--- config.mk ---
export PLATFORM = sky130hd
export DESIGN_NAME = cond_logic_pipe
export DESIGN_NICKNAME = d
export VERILOG_FILES = /design/src/rtl/cond_pkg.sv /design/src/rtl/cond_check.sv /design/src/rtl/cond_logic_pipe.sv
export SDC_FILE = /design/constraint.sdc
export NUM_CORES = 1
export LEC_CHECK = 0
export CELL_PAD_IN_SITES_DETAIL_PLACEMENT = 1
export CELL_PAD_IN_SITES_GLOBAL_PLACEMENT = 1
export CORE_UTILIZATION = 38
export DETAILED_ROUTE_END_ITERATION = 10
export GPL_TIMING_DRIVEN = 0
export PLACE_DENSITY_LB_ADDON = 0.2
export SLEW_MARGIN = 20
export SYNTH_ARGS = -nofsm -noshare
export SYNTH_HDL_FRONTEND = slang
export SYNTH_SLANG_ARGS = --single-unit
--- constraint.sdc ---
create_clock -name CLK -period 3.2 [get_ports CLK]
set_input_delay 0.48 -clock CLK [delete_from_list [all_inputs] [get_ports CLK]]
set_output_delay 0.48 -clock CLK [all_outputs]
set_load 0.02 [all_outputs]
--- src/rtl/cond_pkg.sv ---
// rtl/cond_pkg.sv - shared condition codes, flag bit positions and write-back latency bounds
package cond_pkg;

   typedef enum logic [3:0] {
      EQ = 4'b0000, NE = 4'b0001, CS = 4'b0010, CC = 4'b0011,
      MI = 4'b0100, PL = 4'b0101, VS = 4'b0110, VC = 4'b0111,
      HI = 4'b1000, LS = 4'b1001, GE = 4'b1010, LT = 4'b1011,
      GT = 4'b1100, LE = 4'b1101, AL = 4'b1110
   } cond_e;

   localparam int FLAG_N = 3;
   localparam int FLAG_Z = 2;
   localparam int FLAG_C = 1;
   localparam int FLAG_V = 0;

   localparam int WB_LAT_MIN = 1;
   localparam int WB_LAT_MAX = 4;

endpackage

--- src/rtl/cond_check.sv ---
// rtl/cond_check.sv - combinational ARM condition evaluation against the flag register
module cond_check
   import cond_pkg::*;
(
   input  logic [3:0] Cond,
   input  logic [3:0] Flags,
   output logic       CondEx
);

   logic n, z, c, v;

   assign n = Flags[FLAG_N];
   assign z = Flags[FLAG_Z];
   assign c = Flags[FLAG_C];
   assign v = Flags[FLAG_V];

   // 1111 is treated like AL through the default arm
   always_comb begin
      CondEx = 1'b1;
      case (Cond)
         EQ:      CondEx = z;
         NE:      CondEx = ~z;
         CS:      CondEx = c;
         CC:      CondEx = ~c;
         MI:      CondEx = n;
         PL:      CondEx = ~n;
         VS:      CondEx = v;
         VC:      CondEx = ~v;
         HI:      CondEx = c & ~z;
         LS:      CondEx = ~c | z;
         GE:      CondEx = ~(n ^ v);
         LT:      CondEx = n ^ v;
         GT:      CondEx = ~z & ~(n ^ v);
         LE:      CondEx = z | (n ^ v);
         default: CondEx = 1'b1;
      endcase
   end

endmodule

--- src/rtl/cond_logic_pipe.sv ---
// rtl/cond_logic_pipe.sv - conditional-execution control with flag shadow, M/W write pipe and squash counter
module cond_logic_pipe
   import cond_pkg::*;
#(
   parameter int WB_LAT = 1,
   parameter int CNT_W  = 16
)
(
   input  logic             CLK,
   input  logic             reset,
   input  logic             Valid,
   input  logic             Stall,
   input  logic             Flush,
   input  logic             PCS,
   input  logic             RegW,
   input  logic             MemW,
   input  logic             NoWrite,
   input  logic [1:0]       FlagW,
   input  logic [3:0]       Cond,
   input  logic [3:0]       ALUFlags,
   input  logic             FlagSave,
   input  logic             FlagRestore,
   input  logic             CntClr,
   output logic             PCSrc,
   output logic             RegWrite_M,
   output logic             MemWrite_M,
   output logic             RegWrite_W,
   output logic [3:0]       Flags,
   output logic [CNT_W-1:0] SquashCnt
);

   localparam int LAT = (WB_LAT < WB_LAT_MIN) ? WB_LAT_MIN :
                        (WB_LAT > WB_LAT_MAX) ? WB_LAT_MAX : WB_LAT;

   logic           condex;
   logic           fire;
   logic           pass;
   logic [3:0]     shadow;
   logic [3:0]     flags_nx;
   logic [LAT-1:0] wline;

   cond_check u_cond_check (
      .Cond   (Cond),
      .Flags  (Flags),
      .CondEx (condex)
   );

   assign fire  = Valid & ~Stall & ~Flush;
   assign pass  = fire & condex;
   // gated by reset so a branch in flight at reset assertion never reaches fetch
   assign PCSrc = reset & pass & PCS;

   always_ff @(posedge CLK or negedge reset) begin
      if (!reset) begin
         RegWrite_M <= 1'b0;
         MemWrite_M <= 1'b0;
         wline      <= '0;
      end else if (!Stall) begin
         RegWrite_M <= pass & RegW & ~NoWrite;
         MemWrite_M <= pass & MemW;
         wline[0]   <= RegWrite_M;
         for (int i = 1; i < LAT; i++) begin
            wline[i] <= wline[i-1];
         end
      end
   end

   assign RegWrite_W = wline[LAT-1];

   // restore wins over a same-cycle ALU flag write
   always_comb begin
      flags_nx = Flags;
      if (pass && FlagW[1]) flags_nx[FLAG_N:FLAG_Z] = ALUFlags[FLAG_N:FLAG_Z];
      if (pass && FlagW[0]) flags_nx[FLAG_C:FLAG_V] = ALUFlags[FLAG_C:FLAG_V];
      if (FlagRestore)      flags_nx = shadow;
   end

   always_ff @(posedge CLK or negedge reset) begin
      if (!reset) begin
         Flags  <= 4'b0000;
         shadow <= 4'b0000;
      end else if (!Stall) begin
         Flags <= flags_nx;
         if (FlagSave) shadow <= Flags;
      end
   end

   always_ff @(posedge CLK or negedge reset) begin
      if (!reset) begin
         SquashCnt <= '0;
      end else if (CntClr) begin
         SquashCnt <= '0;
      end else if (fire && !condex && !(&SquashCnt)) begin
         SquashCnt <= SquashCnt + CNT_W'(1);
      end
   end

endmodule

==> out/results.tsv, run 1 <==
metric	value	unit
clock_skew	0.00617	ns
slowest_stage	clkdlybuf4s50_1	
crit_path_cell_trace	clkdlybuf4s50_1 > and3b_1 > a22oi_2 > mux2i_2 > nor2_1 > nor2_1 > and3_1 > dlygate4sd2_1	
cts-root-buf	clkbuf_8	
report.final.setup_viol	0	
netlist_area	0.00164	mm^2
muxShareOfSynthArea	12.8	%
drive_gt1_share	13.9	%
drt-initial-drc-count	89	
dpl.hpwl	3430	um
p_int	623	uW
power_leakage	0.000846	uW
cts_max_path_buffers	2	
area_delta_synth_final	32.2	%
clock_latency	0.28	ns
fin_area	0.00217	mm^2
final_nets	240	
grtUsageTotal	23.4	%
die_h	67.7	um
arrival	2.54	ns
antenna_left	0	
critical_path.endpoint_type	output pin	
crit_path_start_kind	input port	
fp-row-count	23	
outcome	complete, no violations	
crit_top_cell	nor2_1	
synth_edf_count	0	
ios	46	
ir_drop	0.322	mV
cp.required	2.72	ns
synth_compound_area_share	14.5	%
finalPower	905	uW
core-area	0.00409	mm^2
power_density	417	mW/mm^2
synth_cells	170	
hold_viol_final	0	
r2r_slack	0.78	ns
worstHoldPathType	in -> async	
path_max_fanout	7	
start_util	40.2	%
first_global_vias	1667	
post-route-min-period	3.02	ns
viasPerCell	5.85	
yosysSeqAreaShare	41.2	%
die_area	0.00459	mm^2
yosys.area_share.adder	0.762	%
clk_pin_slew	0.10	ns
period_share	94.4	%
cts_made_buffers	3	
ys_types	39	
wirelength	4620	um
relSlewSlack	50.0	%
grt_max_degree	29	
p_seq_share	48.3	%
n_antenna_cell	0	
vias	1557	
cpLargestDelayFamily	buffers and inverters	
switchingPower	283	uW
syn_avg_cell_area	9.66	um^2
place_congestion	0.837	
ys.flop_type	dfrtp_1	
path_class	in -> out	
worstMarginPinSlew	0.743	ns
max_freq	0.331	GHz
portBuffers	42	
clkPwrFrac	22.2	%
fillers	469	
maxSlewViolCount	0	
synth_top_family_by_area	simple AND/OR/NAND/NOR gates	
synth-xor-area-share	1.07	%
p_comb_share	29.5	%
dieWidth	67.7	um
drt_pass1_iterations	5	
ys_warn_count	0	
wl_per_cell	17.4	um
grt_pass1_wl	7970	um
cp.depth	8	
h-tree-depth	1	
cts_hold_buf	0	
worstRegToRegCells	8	
tritoncts	done	
tns	0	ns
critPathBufInv	2	
async_flop_share	100	%
cts.sinks	27	
cap_violations	0	
placed_cell_area	0.00212	mm^2
grt_overflow_total	0	
drc	0	
antenna_found_initial	0	
synth-simple-area-share	25.2	%
rsz0062_at_grt	no	
synth_fp_nets	193	
netSwitchingFraction	31.2	%
post_cts_resized	2	
post_cts_buffers	0	
ys_ff_latch	27	
cpPeakStageDelay	0.50	ns
[flip-flops by register name, indices dropped and copies added (netlist names)]
| register | cells |
|---|---|
| RegWrite_W | 1 |
| RegWrite_M | 1 |
| Flags | 4 |
| shadow | 4 |
| SquashCnt | 16 |
| MemWrite_M | 1 |
[synth_stat cells, types with 7 or more instances]
| master | count | area share, % |
|---|---|---|
| dfrtp_1 | 27 | 41 |
| a21oi_1 | 12 | 3.7 |
| nor2_1 | 7 | 1.6 |
| or4_1 | 7 | 3.2 |
| nor2b_1 | 9 | 3.4 |
| nand2_1 | 8 | 1.8 |
| mux2_2 | 16 | 11 |
| o21ai_0 | 8 | 2.4 |
| nand4_1 | 7 | 2.7 |
[cells in the final DEF, fill, tap and decap left out, types with 2 or more instances in the layout]
| master | n |
|---|---|
| a21oi_1 | 12 |
| and3_1 | 2 |
| buf_2 | 3 |
| buf_6 | 2 |
| clkbuf_1 | 6 |
| clkbuf_8 | 3 |
| clkdlybuf4s50_1 | 39 |
| dfrtp_1 | 27 |
| inv_1 | 6 |
| mux2_2 | 16 |
| mux2i_1 | 2 |
| nand2_1 | 8 |
| nand2b_1 | 3 |
| nand3_1 | 5 |
| nand4_1 | 7 |
| nor2_1 | 7 |
| nor2b_1 | 9 |
| nor3_1 | 6 |
| nor3b_1 | 3 |
| o211ai_1 | 3 |
| o21ai_0 | 8 |
| o31ai_1 | 6 |
| or3_1 | 6 |
| or4_1 | 7 |
[power by group through the flow]
stage          clock network, uW  registers (uW)  logic [uW]
2_1_floorplan                  0             452         137
3_3_place_gp                   0             435         257
3_5_place_dp                   0             444         269
4_1_cts                      206             437         273
5_1_grt                      221             445         288
6_report                     201             437         267
[per-stage QoR]
stage                     setup WS [ns]  instances  utilization [%]  hold WS (ns)
after global placement          -0.0730        262             52.0         0.486
after floorplan                   0.817        170                -         0.184
after global routing             0.0295        266             53.1         0.261
final                             0.178        266             53.1         0.212
after detailed placement         -0.133        262             51.9         0.511
after CTS                         0.151        266             53.0         0.247
[worst register-to-register path, cell delays in order (launching register included)]
cell and delay (ns):
dfrtp_1 0.50, and2b_1 0.23, o221ai_2 0.17, nand4_2 0.16, or3_1 0.41, buf_6 0.15
buf_6 0.14, nor3_1 0.20, mux2_2 0.36
[worst paths after layout]
path / to / startpoint
worst max-delay path: PCSrc / Cond[2]
worst min-delay path: SquashCnt[15]$_DFFE_PN0P_ / reset
worst max register to register: SquashCnt[12]$_DFFE_PN0P_ / Flags[3]$_DFFE_PN0P_
worst min register to register: RegWrite_W$_DFFE_PN0N_ / RegWrite_W$_DFFE_PN0N_
max in group asynchronous: shadow[0]$_DFFE_PN0P_ / reset
min in group CLK: RegWrite_W$_DFFE_PN0N_ / RegWrite_W$_DFFE_PN0N_
[layout make-up]
cell class	count	area [um^2]	share of cell area, %
Sequential cell	27	676	31.1
Tap cell	50	62.6	2.88
Inverter	6	22.5	1.04
Buffer	9	51.3	2.36
Multi-Input combinational cell	128	896	41.3
Timing Repair Buffer	42	417	19.2
Clock buffer	4	45.0	2.08
[per-layer routing]
layer  vias to the layer above  track usage (%)  wire [um]  share of wire, %
met1                       793             30.4       2040                44
met2                        32             40.0       2380                52
met3                         8             2.70        160               3.5
li1                        724                -          -                 -
met5                         -                0          0                 0
met4                         0             7.18         42              0.91
[logic make-up (layout without fill, tap and decap cells)]
group / Yosys count / count (layout)
xor+xnor: 2 / 2
mux: 19 / 19
buf+inv: 15 / 61
compound gates: 36 / 36
flops: 27 / 27
simple gates: 70 / 70
fa+ha+maj: 1 / 1
(Power assumes the default switching activity.)
==> run 2: changes to the inputs <==
Settings changed: CORE_UTILIZATION 38 to 32.
Clock period 3.2 ns to 2.5 ns, I/O delays scaled along.
==> out/results.tsv, run 2 (synthesis gave the netlist of run 1 again) <==
metric	value	unit
clock_latency	0.27	ns
arrival	2.04	ns
drt_pass1_iterations	4	
report.final.setup_viol	0	
crit_path_start_kind	register	
wl_met2	2270	um
place_congestion	0.827	
final_cell_mix	clkdlybuf4s50_1, dfrtp_1, mux2_2	
clock_skew	0.00251	ns
tritoncts	done	
dpl.hpwl	3430	um
final_nets	244	
power_density	532	mW/mm^2
area_delta_synth_final	36.9	%
portBuffers	42	
finalWorstSetupSlack	0.0879	ns
power_leakage	0.000854	uW
holdWs	0.111	ns
cp-startpoint	Flags[2]$_DFFE_PN0P_	
worstRegToRegCells	8	
slowest_stage	dfrtp_2	
ir_drop	0.259	mV
path_class	reg -> out	
hold_viol_final	0	
wl_per_cell	16.2	um
cts-root-buf	clkbuf_8	
viasPerCell	5.27	
top_layer_used	met4	
h-tree-depth	1	
n_antenna_cell	0	
fillers	590	
grt_max_degree	29	
rr_startpoint	Flags[2]$_DFFE_PN0P_	
critical_path.endpoint_type	output pin	
cpPeakStageDelay	0.47	ns
clk_pin_slew	0.09	ns
cap_violations	0	
worst_r2r_endpoint	SquashCnt[10]$_DFFE_PN0P_	
cts_max_path_buffers	2	
grtUsageTotal	18.7	%
met1_length	2180	um
worstMarginPinSlew	0.798	ns
relSlewSlack	46.4	%
antenna_left	0	
grt_overflow_total	0	
first_global_vias	1567	
period_share	96.5	%
cts_hold_buf	0	
wl_met3	172	um
outcome	complete, no violations	
grt_pass1_wl	7840	um
crit_path_cell_trace	mux2i_4 > mux2i_1 > nand4_2 > nor2_1 > nor2_2 > and3_1 > clkdlybuf4s15_2	
max_freq	0.415	GHz
antenna_found_initial	0	
core-area	0.00482	mm^2
maxSlewViolCount	0	
largest_reg_flops	16	
final_common_cell	clkdlybuf4s50_1	
drive_gt1_share	20.9	%
cts_made_buffers	3	
cts.sinks	27	
top_register	SquashCnt	
worstHoldPathType	in -> async	
ios	46	
utilization	46.6	%
path_max_fanout	6	
cp.required	2.12	ns
dieWidth	73.6	um
die_area	0.00542	mm^2
drt-initial-drc-count	98	
fp-row-count	25	
rsz0062_at_grt	yes	
start_util	34.1	%
vias	1512	
top_regs	SquashCnt (16), Flags (4), shadow (4)	
die_h	73.6	um
r2r_slack	0.10	ns
drc	0	
wirelength	4660	um
post-route-min-period	2.41	ns
place_ws	-0.566	ns
[run 2: cell types whose count changed in the layout (fill, tap and decap cells not counted), sizes merged]
| cell | previous run | this run |
|---|---|---|
| clkdlybuf4s50 | 39 | 38 |
| buf | 5 | 9 |
| clkinv | 0 | 1 |
| dlymetal6s2s | 1 | 0 |
| clkdlybuf4s15 | 0 | 1 |
[run 2: worst max path at each step]
stage	cells past startpoint	to
floorplan	8	SquashCnt[12]$_DFFE_PN0P_
global placement	3	PCSrc
detailed placement	8	PCSrc
CTS	8	SquashCnt[8]$_DFFE_PN0P_
global route	7	PCSrc
finish	7	PCSrc
[run 2: where the power goes]
group	internal, uW	total, uW	switching [uW]
clock	112	251	139
sequential	499	569	70.3
combinational	216	375	159
total	827	1200	369
[run 2: repair_timing]
action | CTS | global route
endpoints found under the setup margin | 17 | 16
gates resized for setup | 8 | 11
pin swaps | 0 | 1
setup buffers | 1 | 3
[run 2: layout make-up]
cell class | instances | area (um^2) | area share [%]
Multi-Input combinational cell | 128 | 921 | 41.0
Timing Repair Buffer | 46 | 440 | 19.6
Clock buffer | 3 | 41.3 | 1.84
Inverter | 6 | 22.5 | 1.00
Tap cell | 67 | 83.8 | 3.73
Clock inverter | 1 | 5.00 | 0.223
Buffer | 9 | 52.6 | 2.34
Sequential cell | 27 | 681 | 30.3
[run 2: routing by layer]
metal	track usage, %	vias up
li1	-	735
met1	24.7	746
met2	31.7	29
met3	3.29	2
met4	4.27	0
met5	0	-
[run 2: per-stage QoR]
stage	TNS (ns)	power [uW]	area, um^2	instances
floorplan	0	754	1640	170
global placement	-6.47	891	2150	279
detailed placement	-7.71	911	2140	279
CTS	0	1170	2200	284
global route	-0.143	1260	2250	287
finish	0	1200	2250	287
[run 2: worst max-delay path: cells and delay by family (launching register included)]
kind	cells	cell delay [ns]
mux	2	0.42
flops	1	0.47
simple gates	4	0.63
buf+inv	1	0.25
==> run 3: changes to the inputs <==
Settings changed: PLACE_DENSITY_LB_ADDON 0.2 to 0.08, SKIP_CTS_REPAIR_TIMING from default to 1.
==> out/results.tsv, run 3 (synthesis gave the netlist of run 1 again) <==
metric	value	unit
outcome	complete, no violations	
cts-root-buf	clkbuf_8	
grt_overflow_total	0	
cts.sinks	27	
wl_per_cell	16.6	um
final_cell_mix	clkdlybuf4s50_1, dfrtp_1, mux2_2	
tritoncts	done	
area_delta_synth_final	36.7	%
grt_pass1_wl	7890	um
top_register	SquashCnt	
worstHoldPathType	in -> async	
cap_violations	0	
r2r_slack	0.11	ns
clk_pin_slew	0.10	ns
cpPeakStageDelay	0.45	ns
final_common_cell	clkdlybuf4s50_1	
clock_skew	0.00659	ns
dpl.hpwl	3490	um
fin_area	0.00224	mm^2
clock_latency	0.28	ns
h-tree-depth	1	
ios	46	
ir_drop	0.303	mV
dieWidth	73.6	um
drive_gt1_share	20.0	%
period_share	95.5	%
antenna_found_initial	0	
critPathBufInv	2	
regArea	681	um^2
place_congestion	0.791	
cpLargestDelayFamily	multiplexers	
core-area	0.00482	mm^2
maxSlewViolCount	0	
report.final.setup_viol	0	
worstRegToRegCells	8	
relSlewSlack	50.3	%
post-route-min-period	2.39	ns
n_antenna_cell	0	
critical_path.endpoint_type	register	
crit_path_cell_trace	mux2i_2 > mux2i_1 > nand4_2 > or3_1 > buf_6 > buf_6 > nor3_1 > mux2_2	
drt_pass1_iterations	4	
top_layer_used	met4	
wl_met2	2180	um
met1_length	2340	um
fillers	581	
vias	1530	
first_global_vias	1615	
power_density	536	mW/mm^2
power_leakage	0.000865	uW
cts_made_buffers	3	
top_regs	SquashCnt (16), Flags (4), shadow (4)	
antenna_left	0	
wirelength	4770	um
largest_reg_flops	16	
rsz0062_at_grt	yes	
grtUsageTotal	19.2	%
place_ws	-0.601	ns
die_area	0.00542	mm^2
start_util	34.1	%
crit_path_start_kind	register	
wl_met3	198	um
max_freq	0.419	GHz
finalWorstSetupSlack	0.113	ns
placed_cell_area	0.00214	mm^2
viasPerCell	5.33	
portBuffers	42	
worst_r2r_endpoint	SquashCnt[10]$_DFFE_PN0P_	
path_class	reg -> reg	
cp.required	2.68	ns
hold_viol_final	0	
multi_input_area	912	um^2
drt-initial-drc-count	50	
path_max_fanout	10	
cts_max_path_buffers	2	
drc	0	
utilization	46.6	%
final_nets	244	
fp-row-count	25	
rr_startpoint	Flags[2]$_DFFE_PN0P_	
die_h	73.6	um
slowest_stage	dfrtp_2	
crit_top_cell	buf_6	
arrival	2.57	ns
grt_max_degree	29	
worstMarginPinSlew	0.739	ns
## run 3: worst max path at each step
stage | from | to | slack (ns) | cells after the start
after floorplan | Flags[3]$_DFFE_PN0P_ | SquashCnt[12]$_DFFE_PN0P_ | 0.16 | 8
after global placement | reset | PCSrc | -0.61 | 3
after detailed placement | Cond[2] | PCSrc | -0.60 | 8
after CTS | Cond[2] | PCSrc | -0.60 | 8
after global routing | Flags[2]$_DFFE_PN0P_ | SquashCnt[10]$_DFFE_PN0P_ | -0.04 | 8
final | Flags[2]$_DFFE_PN0P_ | SquashCnt[10]$_DFFE_PN0P_ | 0.11 | 8
## run 3: where the power goes
group | leakage (uW) | switching, uW | total, uW | internal (uW)
sequential | 0.000356 | 60.6 | 559 | 499
combinational | 0.000488 | 163 | 377 | 214
clock | 0.0000217 | 154 | 267 | 114
## run 3: layout make-up
cell class / count / share of cell area [%]
buffer: 9 / 2.29
clock buffer: 3 / 1.84
clock inverter: 1 / 0.334
inverter: 6 / 1.00
multi-input combinational: 128 / 40.6
sequential: 27 / 30.3
tap: 67 / 3.73
timing repair buffer: 46 / 19.8
## run 3: per-layer routing
layer | track usage, % | vias to the layer above
li1 | - | 729
met1 | 25.4 | 762
met2 | 32.0 | 35
met3 | 3.16 | 4
met4 | 6.20 | 0
met5 | 0 | -
## run 3: worst register-to-register path, delay by kind of cell (launching register included)
| family | cells | cell delay [ns] |
|---|---|---|
| simple gates | 3 | 0.76 |
| flops | 1 | 0.45 |
| buf+inv | 2 | 0.29 |
| mux | 3 | 0.80 |
## run 3: metrics by stage
stage | hold WS, ns | total power [uW] | setup TNS (ns) | std cells
6_report | 0.103 | 1200 | 0 | 287
5_1_grt | 0.137 | 1280 | -0.0887 | 287
4_1_cts | 0.124 | 1180 | -3.21 | 283
3_5_place_dp | 0.435 | 908 | -8.17 | 279
3_3_place_gp | 0.485 | 889 | -6.86 | 279
2_1_floorplan | 0.0794 | 754 | 0 | 170
